## config.mk

```make
export PLATFORM = sky130hd
export DESIGN_NAME = bcd_countdown_timer
export DESIGN_NICKNAME = d
export VERILOG_FILES = /design/src/rtl/bcd_countdown_timer.sv
export SDC_FILE = /design/constraint.sdc
export NUM_CORES = 1
export LEC_CHECK = 0
export BUFFER_PORTS_ARGS = -buffer_cell sky130_fd_sc_hd__buf_2
export CORE_MARGIN = 2
export CORE_UTILIZATION = 50
export DETAILED_ROUTE_END_ITERATION = 6
export PLACE_DENSITY = 0.81
export SLEW_MARGIN = 25
export SYNTH_ARGS = -nofsm -noshare
export SYNTH_HDL_FRONTEND = slang
export SYNTH_SLANG_ARGS = --single-unit
```

## constraint.sdc

```tcl
create_clock -name i_clk -period 3.1 [get_ports i_clk]
set_input_delay 0 -clock i_clk [delete_from_list [all_inputs] [get_ports i_clk]]
set_output_delay 0 -clock i_clk [all_outputs]
set_load 0.01 [all_outputs]
```

## src/rtl/bcd_countdown_timer.sv

```systemverilog
// Three-digit BCD down-counter (000-999) with a switch-loaded preset and a
// prescaled decrement tick. Counting stops at 000 and o_done pulses for one cycle.
// Digit index 0 = units, 1 = tens, 2 = hundreds throughout.
module bcd_countdown_timer #(
  parameter int unsigned TICK_DIV = 10000000
) (
  input  logic       i_clk,
  input  logic       i_rst,
  input  logic       i_load,
  input  logic [3:0] i_load_units,
  input  logic [3:0] i_load_tens,
  input  logic [3:0] i_load_hundreds,
  input  logic       i_start,
  input  logic       i_pause,
  output logic [3:0] o_units,
  output logic [3:0] o_tens,
  output logic [3:0] o_hundreds,
  output logic       o_running,
  output logic       o_done,
  output logic       o_zero
);

  // Prescaler is at least one bit wide so TICK_DIV=1 still elaborates cleanly.
  localparam int PW = (TICK_DIV > 1) ? $clog2(TICK_DIV) : 1;
  localparam logic [PW-1:0] TICK_LAST = PW'(TICK_DIV - 1);

  typedef enum logic [1:0] {
    S_IDLE  = 2'd0,
    S_RUN   = 2'd1,
    S_PAUSE = 2'd2,
    S_DONE  = 2'd3
  } state_t;

  state_t          state_q, state_d;
  logic [PW-1:0]   presc_q, presc_d;
  logic [3:0]      digit_q [3];
  logic [3:0]      digit_d [3];
  logic            done_q, done_d;
  logic            running_q, running_d;

  logic [3:0]      load_raw [3];
  logic [3:0]      load_clamped [3];
  logic [3:0]      dec_digit [3];
  logic            zero_w;
  logic            dec_zero_w;

  assign load_raw[0] = i_load_units;
  assign load_raw[1] = i_load_tens;
  assign load_raw[2] = i_load_hundreds;

  // Switches can present 0xA-0xF; saturate each preset digit to 9.
  generate
    for (genvar gi = 0; gi < 3; gi++) begin : g_clamp
      assign load_clamped[gi] = (load_raw[gi] > 4'd9) ? 4'd9 : load_raw[gi];
    end
  endgenerate

  // Current value is 000 whenever every digit register is zero.
  assign zero_w = (digit_q[0] == 4'd0) && (digit_q[1] == 4'd0) && (digit_q[2] == 4'd0);

  // Value minus one via a BCD borrow chain; only applied when the value is nonzero.
  always_comb begin
    logic borrow;
    borrow = 1'b1;
    for (int i = 0; i < 3; i++) begin
      dec_digit[i] = digit_q[i];
      if (borrow) begin
        if (digit_q[i] != 4'd0) begin
          dec_digit[i] = digit_q[i] - 4'd1;
          borrow       = 1'b0;
        end else begin
          dec_digit[i] = 4'd9;
        end
      end
    end
  end

  assign dec_zero_w = (dec_digit[0] == 4'd0) && (dec_digit[1] == 4'd0) &&
                      (dec_digit[2] == 4'd0);

  // Next-state logic: load beats pause beats start beats the prescaler tick.
  always_comb begin
    state_d = state_q;
    presc_d = presc_q;
    digit_d = digit_q;
    done_d  = 1'b0;

    if (i_load) begin
      digit_d = load_clamped;
      presc_d = '0;
      state_d = S_IDLE;
    end else begin
      case (state_q)
        S_IDLE: begin
          if (i_start && !i_pause) begin
            if (zero_w) begin
              state_d = S_DONE;
              done_d  = 1'b1;
            end else begin
              state_d = S_RUN;
              presc_d = '0;
            end
          end
        end
        S_RUN: begin
          if (i_pause) begin
            // A tick landing on the pause cycle is dropped; prescaler holds.
            state_d = S_PAUSE;
          end else if (presc_q == TICK_LAST) begin
            presc_d = '0;
            if (!zero_w) begin
              digit_d = dec_digit;
              if (dec_zero_w) begin
                state_d = S_DONE;
                done_d  = 1'b1;
              end
            end else begin
              state_d = S_DONE;
            end
          end else begin
            presc_d = presc_q + PW'(1);
          end
        end
        S_PAUSE: begin
          // Prescaler is kept so the resumed interval completes the partial tick.
          if (i_start && !i_pause) begin
            state_d = S_RUN;
          end
        end
        S_DONE: begin
          // Held at 000 until a load or reset.
        end
        default: begin
          state_d = S_IDLE;
        end
      endcase
    end

    running_d = (state_d == S_RUN);
  end

  // State, prescaler, digit and registered status flops with synchronous reset.
  always_ff @(posedge i_clk) begin
    if (i_rst) begin
      state_q   <= S_IDLE;
      presc_q   <= '0;
      for (int i = 0; i < 3; i++) begin
        digit_q[i] <= 4'd0;
      end
      done_q    <= 1'b0;
      running_q <= 1'b0;
    end else begin
      state_q   <= state_d;
      presc_q   <= presc_d;
      for (int i = 0; i < 3; i++) begin
        digit_q[i] <= digit_d[i];
      end
      done_q    <= done_d;
      running_q <= running_d;
    end
  end

  assign o_units    = digit_q[0];
  assign o_tens     = digit_q[1];
  assign o_hundreds = digit_q[2];
  assign o_running  = running_q;
  assign o_done     = done_q;
  assign o_zero     = zero_w;

endmodule
```

# Word level (Yosys, flattened, before mapping)
# Cells that the tools add are included.
# W data, S select, Z words.
[op_classes]
shifts = 0
reduce_logical = 22
div_mod_pow = 0
mul = 0
mux = 37
n_addsub = 4
n_lt_le_gt_ge = 3
n_eq_ne = 9
bitwise = 0
[ops]
columns = ["op", "count"]
rows = [
  ["$mux W24", 4],
  ["$mux W12", 5],
  ["$pmux W24 S2", 1],
  ["$mux W4", 8],
  ["$add A24 B1 Y24 const B", 1],
  ["$eq A24 B24 Y1 const B", 1],
  ["$logic_not A4 Y1", 6],
  ["$mux W2", 8],
  ["$gt A4 B4 Y1 const B", 3],
  ["$reduce_bool A4 Y1", 3],
  ["$sub A4 B1 Y4 const B", 3],
  ["$ne A2 B2 Y1 const B", 5],
  ["$mux W1", 9],
  ["$reduce_and A4 Y1", 2],
  ["$pmux W2 S3", 1],
  ["$reduce_bool A2 Y1", 3],
  ["$logic_and A1 B1 Y1", 5],
  ["$eq A2 B1 Y1 const B", 2],
  ["$eq A2 B2 Y1 const B", 1],
  ["$logic_not A2 Y1", 1],
  ["$pmux W1 S2", 1],
  ["$reduce_or A2 Y1", 1],
  ["$logic_not A1 Y1", 1],
]
[word_totals]
latchBits = 0
ff_bits = 40
ram_bits = 0
n_memories = 0
word_cells = 82
input_bits = 17
out_inout_bits = 15
romBits = 0

# Depth between registers and ports, before layout
[depth]
depth_word = 14
ltp_mapped = 7
mapped_depth_nobuf = 6

# Least setup slack after synthesis
# OpenSTA, ideal clock, no wires.
[synth_timing]
kind = "flip-flop to flip-flop"
from = "reg digit_q (netlist bit o_units[0])"
to = "reg digit_q (netlist bit o_tens[3])"
t_arrival_ns = 1.734
setup_ns = 0.120
path_buffers = 0
slack_ns = 1.246
required_ns = 2.980
stages_incl_launch_ff = 5
period_less_slack_ns = 1.854
path_cell_list = "dfxtp_1 or4_4 or3_4 o31a_1 o31a_1"
[synth_via]
elab_chain_cells = 7
word_cells_on_any_way = 12
classes_between = "1 x eq/ne; 6 x mux; 5 x reduce/logical"
[synth_lines]
columns = ["item", "line_no", "source"]
rows = [
  ["start: declaration", "36", "logic [3:0] digit_q [3];"],
  ["start signal: indexed assignment", "156", "digit_q[i] <= digit_d[i];"],
  ["$reduce_bool A4 Y1", "68", "if (digit_q[i] != 4'd0) begin"],
  ["$mux W4", "67", "if (borrow) begin"],
  ["$mux W12", "111", "if (!zero_w) begin"],
  ["$mux W12", "109", "end else if (presc_q == TICK_LAST) begin"],
  ["$mux W12", "106", "if (i_pause) begin"],
  ["$mux W12", "93", "case (state_q)"],
  ["$mux W12", "88", "if (i_load) begin"],
]
# Several ways; a longest one is shown, not always the timed one. The select of a mux whose other input is x is not followed.
# A chain may end at the register's enable or synchronous reset.

# Worst setup path after layout
[layout_timing]
from = "reg digit_q (netlist bit o_tens[3])"
to = "reg digit_q (netlist bit o_hundreds[1])"
[layout_via]
elab_chain_cells = 9
word_cells_on_any_way = 14
classes_between = "1 x eq/ne; 8 x mux; 5 x reduce/logical"
[layout_lines]
columns = ["item", "line_no"]
rows = [
  ["$reduce_bool A4 Y1", "68"],
  ["$mux W1", "68"],
  ["$mux W1", "67"],
  ["$mux W4", "67"],
  ["$mux W12", "111"],
  ["$mux W12", "109"],
  ["$mux W12", "106"],
  ["$mux W12", "93"],
  ["$mux W12", "88"],
]
# Several ways; a longest one is shown, not always the timed one. The select of a mux whose other input is x is not followed.

==> flow_summary.ini <==
[power]
switching_share_pct = 25.6
power_density_nw_per_um2 = 416
clkPwrFrac_pct = 38.3
leakagePower_nw = 0.957
p_int_mw = 0.820
seqPwrFrac_pct = 49.0
combPwrFrac_pct = 12.7
power_switching_mw = 0.282
ir_drop_v = 0.000264

[worst_setup_path]
crit_path_start_kind = flop
crit_required_ns = 3.28
cp-end-kind = flop
critical_path_arrival_ns = 2.66
setup.worst_path.class = flop to flop
path_max_fanout = 7

[final_layout]
design_area_sq_um = 2650
drive_gt1_share_pct = 18.0
final_common_cell = nor2_1
nNetsFinal = 334
stdcell_count = 369
num-fill-cells = 397
area_growth_pct = 15.8
diodes = 0
layout_common_cells = nor2_1 (43), dfxtp_1 (40), buf_2 (31)

[clocking]
cts-root-buf = clkbuf_8
postCtsSetupRepairBufs = 0
numCtsBuffers = 5
cts_tree = yes
cts_max_level = 2
clock_latency_ns = 0.30
clk_transition_reported_paths_ns = 0.08
clockBufferDepth = 2
cts.sinks = 40
cts_resized = 0

[placement]
placed_area_sq_um = 2460
dp.cells = 353
hpwl_mm = 4.02
gp_congestion = 0.901
place_ws_ns = 0.968
io_buffers = 31

[sta]
fin_crit_sh_pct = 80.0
tns_ns = 0
rsz0062_at_grt = false
worstMarginPinSlew_ns = 0.721
hold_ws_ns = 0.00709
clock-skew-final_ns = 0.00513
final-hold-violation-count = 0
slew_viol_final = 0
relSlewSlack_pct = 51.5
fin_ws_ns = 0.619
fmax_mhz = 403
final.min_clock_period_ns = 2.48
setup_viol = 0

[run]
drv_cap = 0

[logic_synthesis]
yosysTopAreaCell = dfxtp_1
synthDistinctLibCells = 55
synthSimpleGateAreaFrac_pct = 39.2
synth_xor_area_share_pct = 7.27
yosysSeqAreaShare_pct = 35.0
syn_area_sq_um = 2290
ys_seq_elements = 40
syn_area_per_cell_sq_um = 8.24
yosys.area.top_type_share_pct = 35.0
synth_top_family_by_area = simple AND/OR/NAND/NOR gates
synth-edff-count = 0
syn_nets = 296
ys_top_cells_by_area = dfxtp_1 (35%), nor2_1 (7.0%), xor2_1 (4.6%), nand4_1 (4.1%), nand3_1 (3.9%)
syn_inst = 278
async_reset_ff_share_pct = 0
yosys_warnings = 0
synth_top_flop_cell = dfxtp_1
synth_compound_area_share_pct = 11.7
synth_adder_area_share_pct = 0.546
synth_mux_area_share_pct = 1.75

[die]
ios = 32
die_w_um = 71.7
fp.coreArea_sq_um = 4380
row_count = 24
start_util_pct = 52.2
die_y_um = 71.7
dieArea_sq_um = 5140

[run_status]
status = complete, no violations

[global_route]
grt_overflow = 0
track_usage_pct = 24.1
grt_antenna_before_repair = 0
grt_max_degree = 15
grt_pass1_vias = 2054
grt_first_pass_wirelength_mm = 9.85

[drt]
drc = 0
via_per_inst = 6.17
dr_total_vias = 2278
finalWirelength_mm = 5.77
ant_nets = 0
dr.first_iter.drc_count = 239
wl_per_cell_um = 15.6
first_pass_iters = 5

[hold_path]
min-delay-path-class = primary input to flop
## worst max-delay path: stages (launching register included)
cell and delay, ns:
dfxtp_1 0.36, nor4_2 0.58, nor4b_1 0.32, nand3_1 0.15, mux2i_1 0.25, o32ai_1 0.13, dlygate4sd3_1 0.57
## final cells by class
cell class | count | area (sq um) | area share (%)
well taps | 52 | 65.1 | 2.45
repair buffers | 42 | 258 | 9.72
clock inverters | 2 | 35.0 | 1.32
multi-input cells | 218 | 1390 | 52.3
clock buffers | 6 | 72.6 | 2.74
inverters | 9 | 33.8 | 1.27
flip-flops and latches | 40 | 801 | 30.2
## routing by layer
metal  share of wire [%]  global-route usage (%)  vias to the layer above  wire, um
met5                   0                       0                        -         0
met4                 2.1                    8.39                        0       121
met3                 5.2                    5.34                       13       300
met2                  46                    38.5                       75      2660
met1                  47                    32.2                     1084      2690
li1                    -                       -                     1106         -
## sequential cells by signal (all words and copies together) (netlist names)
signal and flops:
o_hundreds 4, o_running 1, presc_q 24, o_tens 4
o_units 4, state_q 2, o_done 1
## per-stage QoR
step | util [%] | total power [mW]
4_1_cts | 60.5 | 1.11
5_1_grt | 60.5 | 1.15
3_3_place_gp | 56.2 | 0.679
2_1_floorplan | - | 0.637
6_report | 60.5 | 1.10
3_5_place_dp | 56.2 | 0.682
## path summary, 6_finish.rpt
check | endpoint | start | slack, ns | cells past startpoint
setup / recovery | o_hundreds[1] | o_tens[3] | 0.62 | 6
hold / removal | o_tens[2] | i_load_tens[3] | 0.007 | 4
setup reg to reg | o_hundreds[1] | o_tens[3] | 0.62 | 6
hold reg to reg | presc_q[1] | presc_q[1] | 0.48 | 2
## cell families (layout without fill, tap and decap cells)
family          after synthesis  after routing
simple gates                154            154
compound gates               40             40
flops                        40             40
buf+inv                      20             59
xor+xnor                     19             19
mux                           4              4
fa+ha+maj                     1              1
## power groups by stage
stage               Combinational (mW)  Clock, mW  Sequential, mW
global placement                 0.128          0           0.551
finish                           0.140      0.422           0.540
global route                     0.156      0.449           0.542
CTS                              0.138      0.429           0.540
floorplan                       0.0843          0           0.552
detailed placement               0.130          0           0.552
## what timing repair did
item | CTS | global route
endpoints found under the hold margin | 6 | 0
hold buffers | 8 | 0
setup endpoints to repair | 0 | 0
## synth_stat cells, types with 2 or more instances
cell and n:
nand2_1 16, or2_2 2, nor4_1 6, a32oi_1 2
nand2b_1 3, o21ai_0 6, o31ai_1 3, and3_1 2
a21oi_1 10, nor4_2 2, o21ai_1 2, a31oi_1 2
buf_6 2, and4_1 8, or3_1 3, o31a_1 3
or4_1 4, buf_4 2, o211ai_1 4, buf_2 4
xor2_1 12, nor3b_1 3, and2_1 4, nand3_1 18
mux2i_1 4, nand4_1 15, clkbuf_1 3, nor4b_1 2
or4_4 2, xnor2_1 7, nor2_1 43, nor4b_2 2
inv_1 9, dfxtp_1 40, nor3_1 8
No activity file was read; power rests on OpenSTA's default activity.
